<file path="config.mk">
export PLATFORM = sky130hd
export DESIGN_NAME = fetch_unit
export DESIGN_NICKNAME = d
export VERILOG_FILES = /design/src/rtl/rv32i_types.sv /design/src/rtl/fetch_fifo.sv /design/src/rtl/fetch_unit.sv
export SDC_FILE = /design/constraint.sdc
export NUM_CORES = 1
export LEC_CHECK = 0
export CORE_AREA = 4 4 132 147
export CTS_BUF_LIST = sky130_fd_sc_hd__clkbuf_2
export DETAILED_ROUTE_END_ITERATION = 6
export DIE_AREA = 0 0 136 151
export PLACE_DENSITY = 0.68
export SLEW_MARGIN = 20
export SYNTH_ARGS = -nofsm -noshare
export SYNTH_HDL_FRONTEND = slang
export SYNTH_SLANG_ARGS = --single-unit
</file>
<file path="constraint.sdc">
create_clock -name clk -period 9.3 [get_ports clk]
set_input_delay 1.395 -clock clk [delete_from_list [all_inputs] [get_ports clk]]
set_output_delay 1.395 -clock clk [all_outputs]
set_load 0.02 [all_outputs]
</file>
<file path="src/rtl/rv32i_types.sv">
// Shared RV32I types: opcode encodings, register index, fetch FSM state
// and the fetch buffer entry layout.
package rv32i_types;

    typedef enum logic [6:0] {
        op_lui   = 7'b0110111,
        op_auipc = 7'b0010111,
        op_jal   = 7'b1101111,
        op_jalr  = 7'b1100111,
        op_br    = 7'b1100011,
        op_load  = 7'b0000011,
        op_store = 7'b0100011,
        op_imm   = 7'b0010011,
        op_reg   = 7'b0110011,
        op_csr   = 7'b1110011
    } rv32i_opcode;

    typedef logic [4:0] rv32i_reg;

    typedef enum logic [1:0] {
        FETCH   = 2'd0,
        WAIT    = 2'd1,
        DISCARD = 2'd2
    } fetch_state_t;

    typedef struct packed {
        logic [31:0] pc;
        logic [31:0] instr;
    } fetch_entry_t;

endpackage

</file>
<file path="src/rtl/fetch_fifo.sv">
// Fetch buffer: DEPTH-entry FIFO of {pc, instr} with a synchronous flush.
// Flush wins over a same-cycle push or pop; pointers and count reset asynchronously.
module fetch_fifo
    import rv32i_types::*;
#(
    parameter int DEPTH = 2
) (
    input  logic                   clk_i,
    input  logic                   rst_ni,
    input  logic                   push_i,
    input  logic                   pop_i,
    input  logic                   flush_i,
    input  fetch_entry_t           wdata_i,
    output fetch_entry_t           rdata_o,
    output logic [$clog2(DEPTH):0] count_o
);

    localparam int AW = $clog2(DEPTH);
    localparam int CW = AW + 1;

    fetch_entry_t  mem_q [DEPTH];
    logic [AW-1:0] wr_ptr_q, wr_ptr_d;
    logic [AW-1:0] rd_ptr_q, rd_ptr_d;
    logic [CW-1:0] count_q, count_d;
    logic          do_push;
    logic          do_pop;

    assign do_push = push_i && !flush_i && (count_q != CW'(DEPTH));
    assign do_pop  = pop_i && !flush_i && (count_q != '0);

    always_comb begin
        wr_ptr_d = wr_ptr_q;
        rd_ptr_d = rd_ptr_q;
        count_d  = count_q;
        if (flush_i) begin
            wr_ptr_d = '0;
            rd_ptr_d = '0;
            count_d  = '0;
        end else begin
            if (do_push) wr_ptr_d = wr_ptr_q + AW'(1);
            if (do_pop)  rd_ptr_d = rd_ptr_q + AW'(1);
            case ({do_push, do_pop})
                2'b10:   count_d = count_q + CW'(1);
                2'b01:   count_d = count_q - CW'(1);
                default: count_d = count_q;
            endcase
        end
    end

    always_ff @(posedge clk_i or negedge rst_ni) begin
        if (!rst_ni) begin
            wr_ptr_q <= '0;
            rd_ptr_q <= '0;
            count_q  <= '0;
        end else begin
            wr_ptr_q <= wr_ptr_d;
            rd_ptr_q <= rd_ptr_d;
            count_q  <= count_d;
        end
    end

    // Storage needs no reset: the consumer masks the head with count != 0.
    always_ff @(posedge clk_i) begin
        if (do_push) mem_q[wr_ptr_q] <= wdata_i;
    end

    assign rdata_o = mem_q[rd_ptr_q];
    assign count_o = count_q;

endmodule

</file>
<file path="src/rtl/fetch_unit.sv">
// RV32I fetch stage: owns the PC, issues single-outstanding memory requests,
// buffers returned words and presents the head entry (with sliced fields) to decode.
module fetch_unit
    import rv32i_types::*;
#(
    parameter logic [31:0] RESET_PC  = 32'h0000_0060,
    parameter int          BUF_DEPTH = 2
) (
    input  logic         clk,
    input  logic         rst,
    output logic         inst_read,
    output logic [31:0]  inst_addr,
    input  logic         inst_resp,
    input  logic [31:0]  inst_rdata,
    output logic         id_valid,
    input  logic         id_ready,
    output logic [31:0]  id_pc,
    output logic [31:0]  id_instr,
    output rv32i_opcode  id_opcode,
    output logic [2:0]   id_funct3,
    output logic [6:0]   id_funct7,
    output rv32i_reg     id_rs1,
    output rv32i_reg     id_rs2,
    output rv32i_reg     id_rd,
    input  logic         redirect,
    input  logic [31:0]  redirect_pc,
    output fetch_state_t dbg_state
);

    // Handshakes: a memory request is live while inst_read is high and retires on the
    // single inst_resp pulse; a decode transfer happens on a cycle with id_valid && id_ready.

    localparam int CW = $clog2(BUF_DEPTH) + 1;

    fetch_state_t  state_q, state_d;
    logic [31:0]   fetch_pc_q, fetch_pc_d;
    logic [CW-1:0] buf_count;
    logic [CW-1:0] count_next;
    logic          push;
    logic          pop;
    logic          outstanding_next;
    logic          space;
    fetch_entry_t  head;

    assign push = (state_q == WAIT) && inst_resp && !redirect;
    assign pop  = id_valid && id_ready && !redirect;

    // Occupancy after this cycle, counting a request that is still in flight.
    always_comb begin
        if (redirect) count_next = '0;
        else count_next = buf_count + {{(CW-1){1'b0}}, push} - {{(CW-1){1'b0}}, pop};
    end
    assign outstanding_next = (state_q != FETCH) && !inst_resp;
    assign space = (int'(count_next) + int'(outstanding_next)) < BUF_DEPTH;

    always_ff @(posedge clk or negedge rst) begin
        if (!rst) begin
            state_q    <= FETCH;
            fetch_pc_q <= RESET_PC;
        end else begin
            state_q    <= state_d;
            fetch_pc_q <= fetch_pc_d;
        end
    end

    always_comb begin
        state_d    = state_q;
        fetch_pc_d = fetch_pc_q;
        if (redirect) begin
            fetch_pc_d = redirect_pc & ~32'h3;
            // A request still in flight must be drained before the target can issue.
            if (state_q == FETCH || inst_resp) state_d = WAIT;
            else state_d = DISCARD;
        end else begin
            case (state_q)
                FETCH: begin
                    if (space) state_d = WAIT;
                end
                WAIT: begin
                    if (inst_resp) begin
                        fetch_pc_d = fetch_pc_q + 32'd4;
                        state_d    = space ? WAIT : FETCH;
                    end
                end
                DISCARD: begin
                    if (inst_resp) state_d = space ? WAIT : FETCH;
                end
                default: state_d = FETCH;
            endcase
        end
    end

    always_comb begin
        inst_read = (state_q != FETCH);
        inst_addr = fetch_pc_q;
        id_valid  = (buf_count != '0);
        id_pc     = id_valid ? head.pc    : 32'h0;
        id_instr  = id_valid ? head.instr : 32'h0;
        id_opcode = rv32i_opcode'(id_instr[6:0]);
        id_funct3 = id_instr[14:12];
        id_funct7 = id_instr[31:25];
        id_rs1    = id_instr[19:15];
        id_rs2    = id_instr[24:20];
        id_rd     = id_instr[11:7];
        dbg_state = state_q;
    end

    fetch_fifo #(
        .DEPTH(BUF_DEPTH)
    ) u_fifo (
        .clk_i   (clk),
        .rst_ni  (rst),
        .push_i  (push),
        .pop_i   (pop),
        .flush_i (redirect),
        .wdata_i ({fetch_pc_q, inst_rdata}),
        .rdata_o (head),
        .count_o (buf_count)
    );

endmodule

</file>
[After elaboration in Yosys (flattened, before gate mapping)]
Memory sizes are Yosys's and may differ from the RTL's.
Index checks and enable logic that the tools add are counted.
Word-level totals
  flip-flop bits (word level): 38
  bits in writable memories: 128
  bits of input ports: 69
  memories: 1
Memories
  u_fifo.mem_q: words 2, bits a word 64, read ports 1, clocked after Yosys merged registers in 0, wr ports 1, RTL line fetch_fifo.sv:21  | fetch_entry_t mem_q [DEPTH];
Cells by class
  add/subtract/negate cells: 8
  magnitude comparators: 1
  equality and inequality tests: 7
  muxes and demuxes: 20
  reduce and logical (&&, ||, !) cells: 23
Operator list (count)
  $mux 32: 5
  $add 32x3->32 const B: 1
  $mux 2: 6
  $reduce_bool 2->1: 6
  $logic_and 1x1->1: 9
  $pmux 2 s2: 2
  $mux 1: 7
  $eq 2x1->1 const B: 2
  $eq 2x2->1 const B: 2
  $reduce_and 2->1: 2
  $add 2x1->3: 1
  $lt 3x2->1 const B: 1
  $ne 3x1->1 const B: 1
  $ne 3x3->1 const B: 1
  $reduce_bool 3->1: 1
  $add 1x1->1 const B: 2
  $add 2x1->2: 1
  $add 2x1->2 const B: 1
  $logic_not 1->1: 2
  $logic_not 2->1: 1
  $ne 2x2->1 const B: 1
  $reduce_or 2->1: 1
  $sub 2x1->2: 1
  $sub 2x1->2 const B: 1
  $logic_or 1x1->1: 1

[Logic depth before layout (Yosys ltp)]
  depth in word-level cells: 12
  gate-level depth with buffers: 12

[Cells and area by module]
From an unflattened synthesis, not the netlist that was laid out.
Unflattened totals
  cells, all modules: 569
  area total of the unflattened synthesis: 7587.3 um^2
By module, submodules not included
  fetch_fifo: times used 1, cells each 224, area an instance 4855.9 um^2
  fetch_unit: times used 1, cells each 345, area an instance 2731.4 um^2

[Worst setup path before layout]
No wires, ideal clock.
  path type: input port to flip-flop
  start point: in inst_resp
  end point: mem u_fifo.mem_q[1][0] (netlist bit) (enable)
  setup time: 0.657 ns
  arrival: 8.341 ns
  data required time: 8.643 ns
  path slack: 0.302 ns
  stages on the path: 4
  path buffers: 2
  path through: clkbuf_1 nand2_1 clkbuf_1 nor4b_1
On the way
  longest elaborated chain between the ends: 6
Ends and longest elaborated chain
  start: declaration: RTL line fetch_unit.sv:13  | input logic inst_resp,
  $logic_and 1x1->1 (2 in a row): RTL line fetch_unit.sv:45  | assign push = (state_q == WAIT) && inst_resp && !redirect;
  $logic_and 1x1->1 (2 in a row): RTL line fetch_fifo.sv:28  | assign do_push = push_i && !flush_i && (count_q != CW'(DEPTH));
  $mux 1: RTL line fetch_fifo.sv:64  | if (do_push) mem_q[wr_ptr_q] <= wdata_i;
  $mux 1 (not written as such): RTL line fetch_fifo.sv:64
  end: declaration: RTL line fetch_fifo.sv:21
Every way passes these cells.

[Worst setup path in the final report]
  start point: reg u_fifo.rd_ptr_q
  end point: out id_funct7[6]
On the way
  longest elaborated chain between the ends: 2
Ends and longest elaborated chain
  start: declaration: RTL line fetch_fifo.sv:23  | logic [AW-1:0] rd_ptr_q, rd_ptr_d;
  start signal: assignment: RTL line fetch_fifo.sv:57  | rd_ptr_q <= rd_ptr_d;
  $mem_v2 2x64
  $mux 32: RTL line fetch_unit.sv:98  | id_instr = id_valid ? head.instr : 32'h0;
  end: declaration: RTL line fetch_unit.sv:21  | output logic [6:0] id_funct7,
Every way passes these cells.

==> qor.log <==
INFO  global_route   grt_pass1_wl=25230µm
INFO  setup_path     setup.worst_path.start_class=flop
INFO  synthesis      ys.flop_type=edfxtp_1
INFO  route          first_pass_iters=5
INFO  placed_design  port_buffers=194
INFO  final_layout   fraction_of_final_layout_cells_with_drive_strength_greater_than_1=0.05972
INFO  synthesis      ys_seq_area_frac=0.6543
INFO  run            maxCapViolations=0
INFO  worst_hold_path hold_path.class=flop to flop
INFO  setup_path     critical_path_type=flop to output pin
INFO  cts            tritoncts_num_sinks=160
INFO  synthesis      dominant_combinational_cell_family_by_area_after_synthesis=simple AND/OR/NAND/NOR gates
INFO  synthesis      post_synth_xor_area_fraction=0.01734
INFO  synthesis      synth.mux.area_fraction=0.09059
INFO  setup_path     worst-endpoint-arrival=2.72ns
INFO  setup_path     reg2reg_setup_slack=6.74ns
INFO  route          routedWlPerCell=16.89µm
INFO  route          ant_nets=0
INFO  floorplan      die_w=136µm
INFO  final_layout   nFillCells=1557
INFO  setup_path     timing.critical_path.max_delay_family=buffers and inverters
INFO  sta            worst_clock_skew=0.03513ns
INFO  floorplan      io-pin-count=201
INFO  floorplan      die_area=0.02054mm²
INFO  global_route   antenna_violations_before_repair=1
INFO  sta            final.setup.tns=0ns
INFO  cts            cts.htree.levels=4
INFO  sta            layout_min_cycle_time=4.117ns
INFO  route          vias_per_cell=5.009
INFO  placed_design  place_ws=5.463ns
INFO  sta            timing_hold_violations_final=0
INFO  synthesis      ys_async_sr_fraction=0.2250
INFO  cts            root_buffer=clkbuf_2
INFO  setup_path     worst_path_max_stage_delay=0.74ns
INFO  final_layout   layout.cells.most_common_list=clkdlybuf4s50_1, edfxtp_1, nor2_1, mux2i_1, dfrtp_1
INFO  power_and_ir_drop power.switching=0.6021mW
INFO  setup_path     timing.rr.start=dbg_state[1]
INFO  floorplan      initial_cell_density_of_the_core=0.3924
INFO  route          num_vias=4829
INFO  sta            maxSlewViolCount=0
INFO  final_layout   footprint_of_the_multi_input_gates=0.002044mm²
INFO  power_and_ir_drop internal_power=1.247mW
INFO  setup_path     worst_reg2reg_path_depth=5
INFO  global_route   groute.usage.overall=0.1586
INFO  setup_path     required=7.91ns
INFO  global_route   grt_overflow=0
INFO  synthesis      area_of_the_mapped_netlist=0.007072mm²
INFO  route          dr.first_iter.drc_count=274
INFO  sta            setup_violating_endpoint_count_in_the_final_report=0
INFO  final_layout   layout.area.seq=0.004631mm²
INFO  sta            worst_slack=5.183ns
INFO  setup_path     timing.critical_path.cells=buf_16 > mux2i_1 > nor2_1 > clkdlybuf4s50_1
INFO  cts            cts_setup_buffers=0
INFO  cts            clkTransAtPathRegs=0.23ns
INFO  placed_design  hpwlAfterDp=10920µm
INFO  floorplan      floorplan.rows=52
INFO  final_layout   flow.area_growth_from_synthesis=31.23%
INFO  synthesis      post_synth_inst_count=550
INFO  final_layout   layout_commonest_cell=clkdlybuf4s50_1
INFO  sta            unrepaired_setup_endpoints_after_global_routing=no
INFO  synthesis      yosys.area_share.simple=0.1159
INFO  synthesis      post_synth.cell_area_avg=12.86µm²
INFO  floorplan      die_h=151µm
INFO  setup_path     cp_max_fo=43
INFO  global_route   grt_max_degree=64
INFO  setup_path     crit-reg2reg-capture=u_fifo.mem_q[1][6]
INFO  setup_path     crit_path_end_kind=output pin
INFO  synthesis      synth.distinct_cells=39
INFO  power_and_ir_drop power_frac_clock=0.212
INFO  power_and_ir_drop total_design_power=1.849mW
INFO  sta            max-slew-margin-rel=0.3948
INFO  placed_design  last_weighted_congestion_value_of_the_routability_driven_placer=0.7843
INFO  power_and_ir_drop switching_share=0.3256
INFO  sta            min_period_over_period=0.4427
INFO  synthesis      postSynthRegisterBits=160
INFO  synthesis      synth_fa_ha_area_frac=0.01062
INFO  power_and_ir_drop seqPwrFrac=0.483
INFO  cts            cts-hold-fix-buffers=0
INFO  power_and_ir_drop p_leak=3.117nW
INFO  setup_path     cp_num_buf_inv=2
INFO  cts            cts_inserted_buffers=17
INFO  cts            cts.path.max_buffers=2
INFO  power_and_ir_drop combinationalPowerShare=0.305
INFO  synthesis      synthesis.yosys.warnings=0
INFO  run_status     run_status=finished clean
INFO  route          drt_drc_violations_left=0
INFO  setup_path     critPathLaunch=u_fifo.rd_ptr_q
INFO  sta            max_freq=242.9MHz
INFO  synthesis      synth-compound-area-share=0.04972
INFO  worst_hold_path worst_hold_path.num_cells=0
INFO  cts            cts.repair.resized=0
INFO  worst_hold_path min_delay_worst_endpoint=u_fifo.mem_q[1][38]
INFO  final_layout   final_nets=782
INFO  power_and_ir_drop vdd.ir_drop.worst=0.00009560V
INFO  cts            tritoncts=built
INFO  setup_path     cpMaxStageDelayCell=dfrtp_4
INFO  power_and_ir_drop power_per_cell_area=199.3mW/mm²
INFO  cts            insertion_delay=0.70ns
INFO  sta            worst_pin_slew=0.9068ns
INFO  route          detail_route.wirelength=16280µm
INFO  floorplan      floorplan.core_area=0.01802mm²
INFO  synthesis      synth_enable_flop_cells=124
INFO  global_route   grt_pass1_vias=4837
INFO  worst_hold_path min_from=inst_addr[6]
==> power by group through the flow <==
| stage | clock (mW) | combinational [mW] | sequential (mW) |
|---|---|---|---|
| floorplan | 0 | 0.323 | 0.917 |
| global placement | 0 | 0.543 | 0.920 |
| detailed placement | 0 | 0.555 | 0.926 |
| CTS | 0.406 | 0.557 | 0.910 |
| global route | 0.440 | 0.608 | 0.903 |
| finish | 0.391 | 0.564 | 0.894 |
==> cells in the mapped netlist (2+ instances only) <==
cell type  count  area (µm²)
o21ai_0       15       75.07
buf_1          5       18.77
and4_1         3       26.28
dfrtp_1       34       850.8
nor2_1        86       322.8
ha_1           6       75.07
nand2_1       31       116.4
a31oi_1       15       93.84
mux2i_1       64       640.6
clkbuf_1      22       82.58
o211ai_1       4       30.03
a21oi_1        2       10.01
nand3_1       14       70.07
edfxtp_1     124        3724
o31ai_1       12       90.09
and3_1         2       12.51
xnor2_1        9       78.83
or3_1          2       12.51
nor4_1         5       31.28
dfstp_2        2       52.55
or4_1         15       112.6
nand4_1        7       43.79
buf_4         36       270.3
xor2_1         5       43.79
inv_1         13       48.80
nor3_1         4       20.02
==> kinds of logic (layout without fill, tap and decap cells) <==
group / after synthesis / count (layout)
xor+xnor: 14 / 14
simple gates: 174 / 174
fa+ha+maj: 6 / 6
flops: 160 / 160
buf+inv: 77 / 244
mux: 64 / 64
other cells: 1 / 5
compound gates: 54 / 54
==> registers in the layout (all words and copies together) (netlist names) <==
name / cells
inst_addr: 30
dbg_state: 2
u_fifo.mem_q: 124
u_fifo.count_o: 2
u_fifo.rd_ptr_q: 1
u_fifo.wr_ptr_q: 1
==> worst max path at each step <==
| stage | slack (ns) | depth (start not counted) | endpoint |
|---|---|---|---|
| finish | 5.18 | 4 | id_funct7[6] |
| CTS | 4.79 | 3 | id_funct7[1] |
| global route | 4.93 | 4 | id_funct7[6] |
| detailed placement | 5.46 | 4 | u_fifo.mem_q[1][3] |
| global placement | 5.55 | 4 | u_fifo.mem_q[0][10] |
| floorplan | 0.30 | 4 | u_fifo.mem_q[1][0] |
==> area by class of cell <==
| cell class | instances | share of cell area |
|---|---|---|
| sequential | 160 | 0.4990 |
| multi-input combinational | 316 | 0.2203 |
| timing repair buffer | 199 | 0.2149 |
| tap | 243 | 0.03276 |
| clock inverter | 14 | 0.01780 |
| clock buffer | 18 | 0.009707 |
| inverter | 13 | 0.005258 |
| antenna | 1 | 0.0002697 |
==> metal layers <==
layer / vias to the layer above / global-route usage / wire [µm] / part of all wire
met5: - / 0 / 0 / 0
met4: 0 / 0.04839 / 182 / 0.011
met3: 15 / 0.03754 / 989 / 0.061
met2: 161 / 0.2782 / 8491 / 0.52
met1: 2358 / 0.1942 / 6618 / 0.41
li1: 2295 / - / - / -
==> per-stage QoR <==
step | cells | hold WS (ns) | area (µm²) | util
global route | 964 | 0.5707 | 9280 | 0.5149
finish | 964 | 0.5782 | 9280 | 0.5149
detailed placement | 930 | 0.5495 | 8995 | 0.4991
CTS | 962 | 0.5813 | 9250 | 0.5133
floorplan | 553 | 0.5348 | 7083 | -
global placement | 930 | 0.5362 | 8995 | 0.4991
==> worst reg2reg max path: stages, from the launching register on <==
cell and delay (ns):
dfrtp_1 0.47, inv_1 0.10, ha_1 0.26, nand2_1 0.29, nor4b_2 0.30, buf_4 0.71
Power figures use the tool's default switching activity.
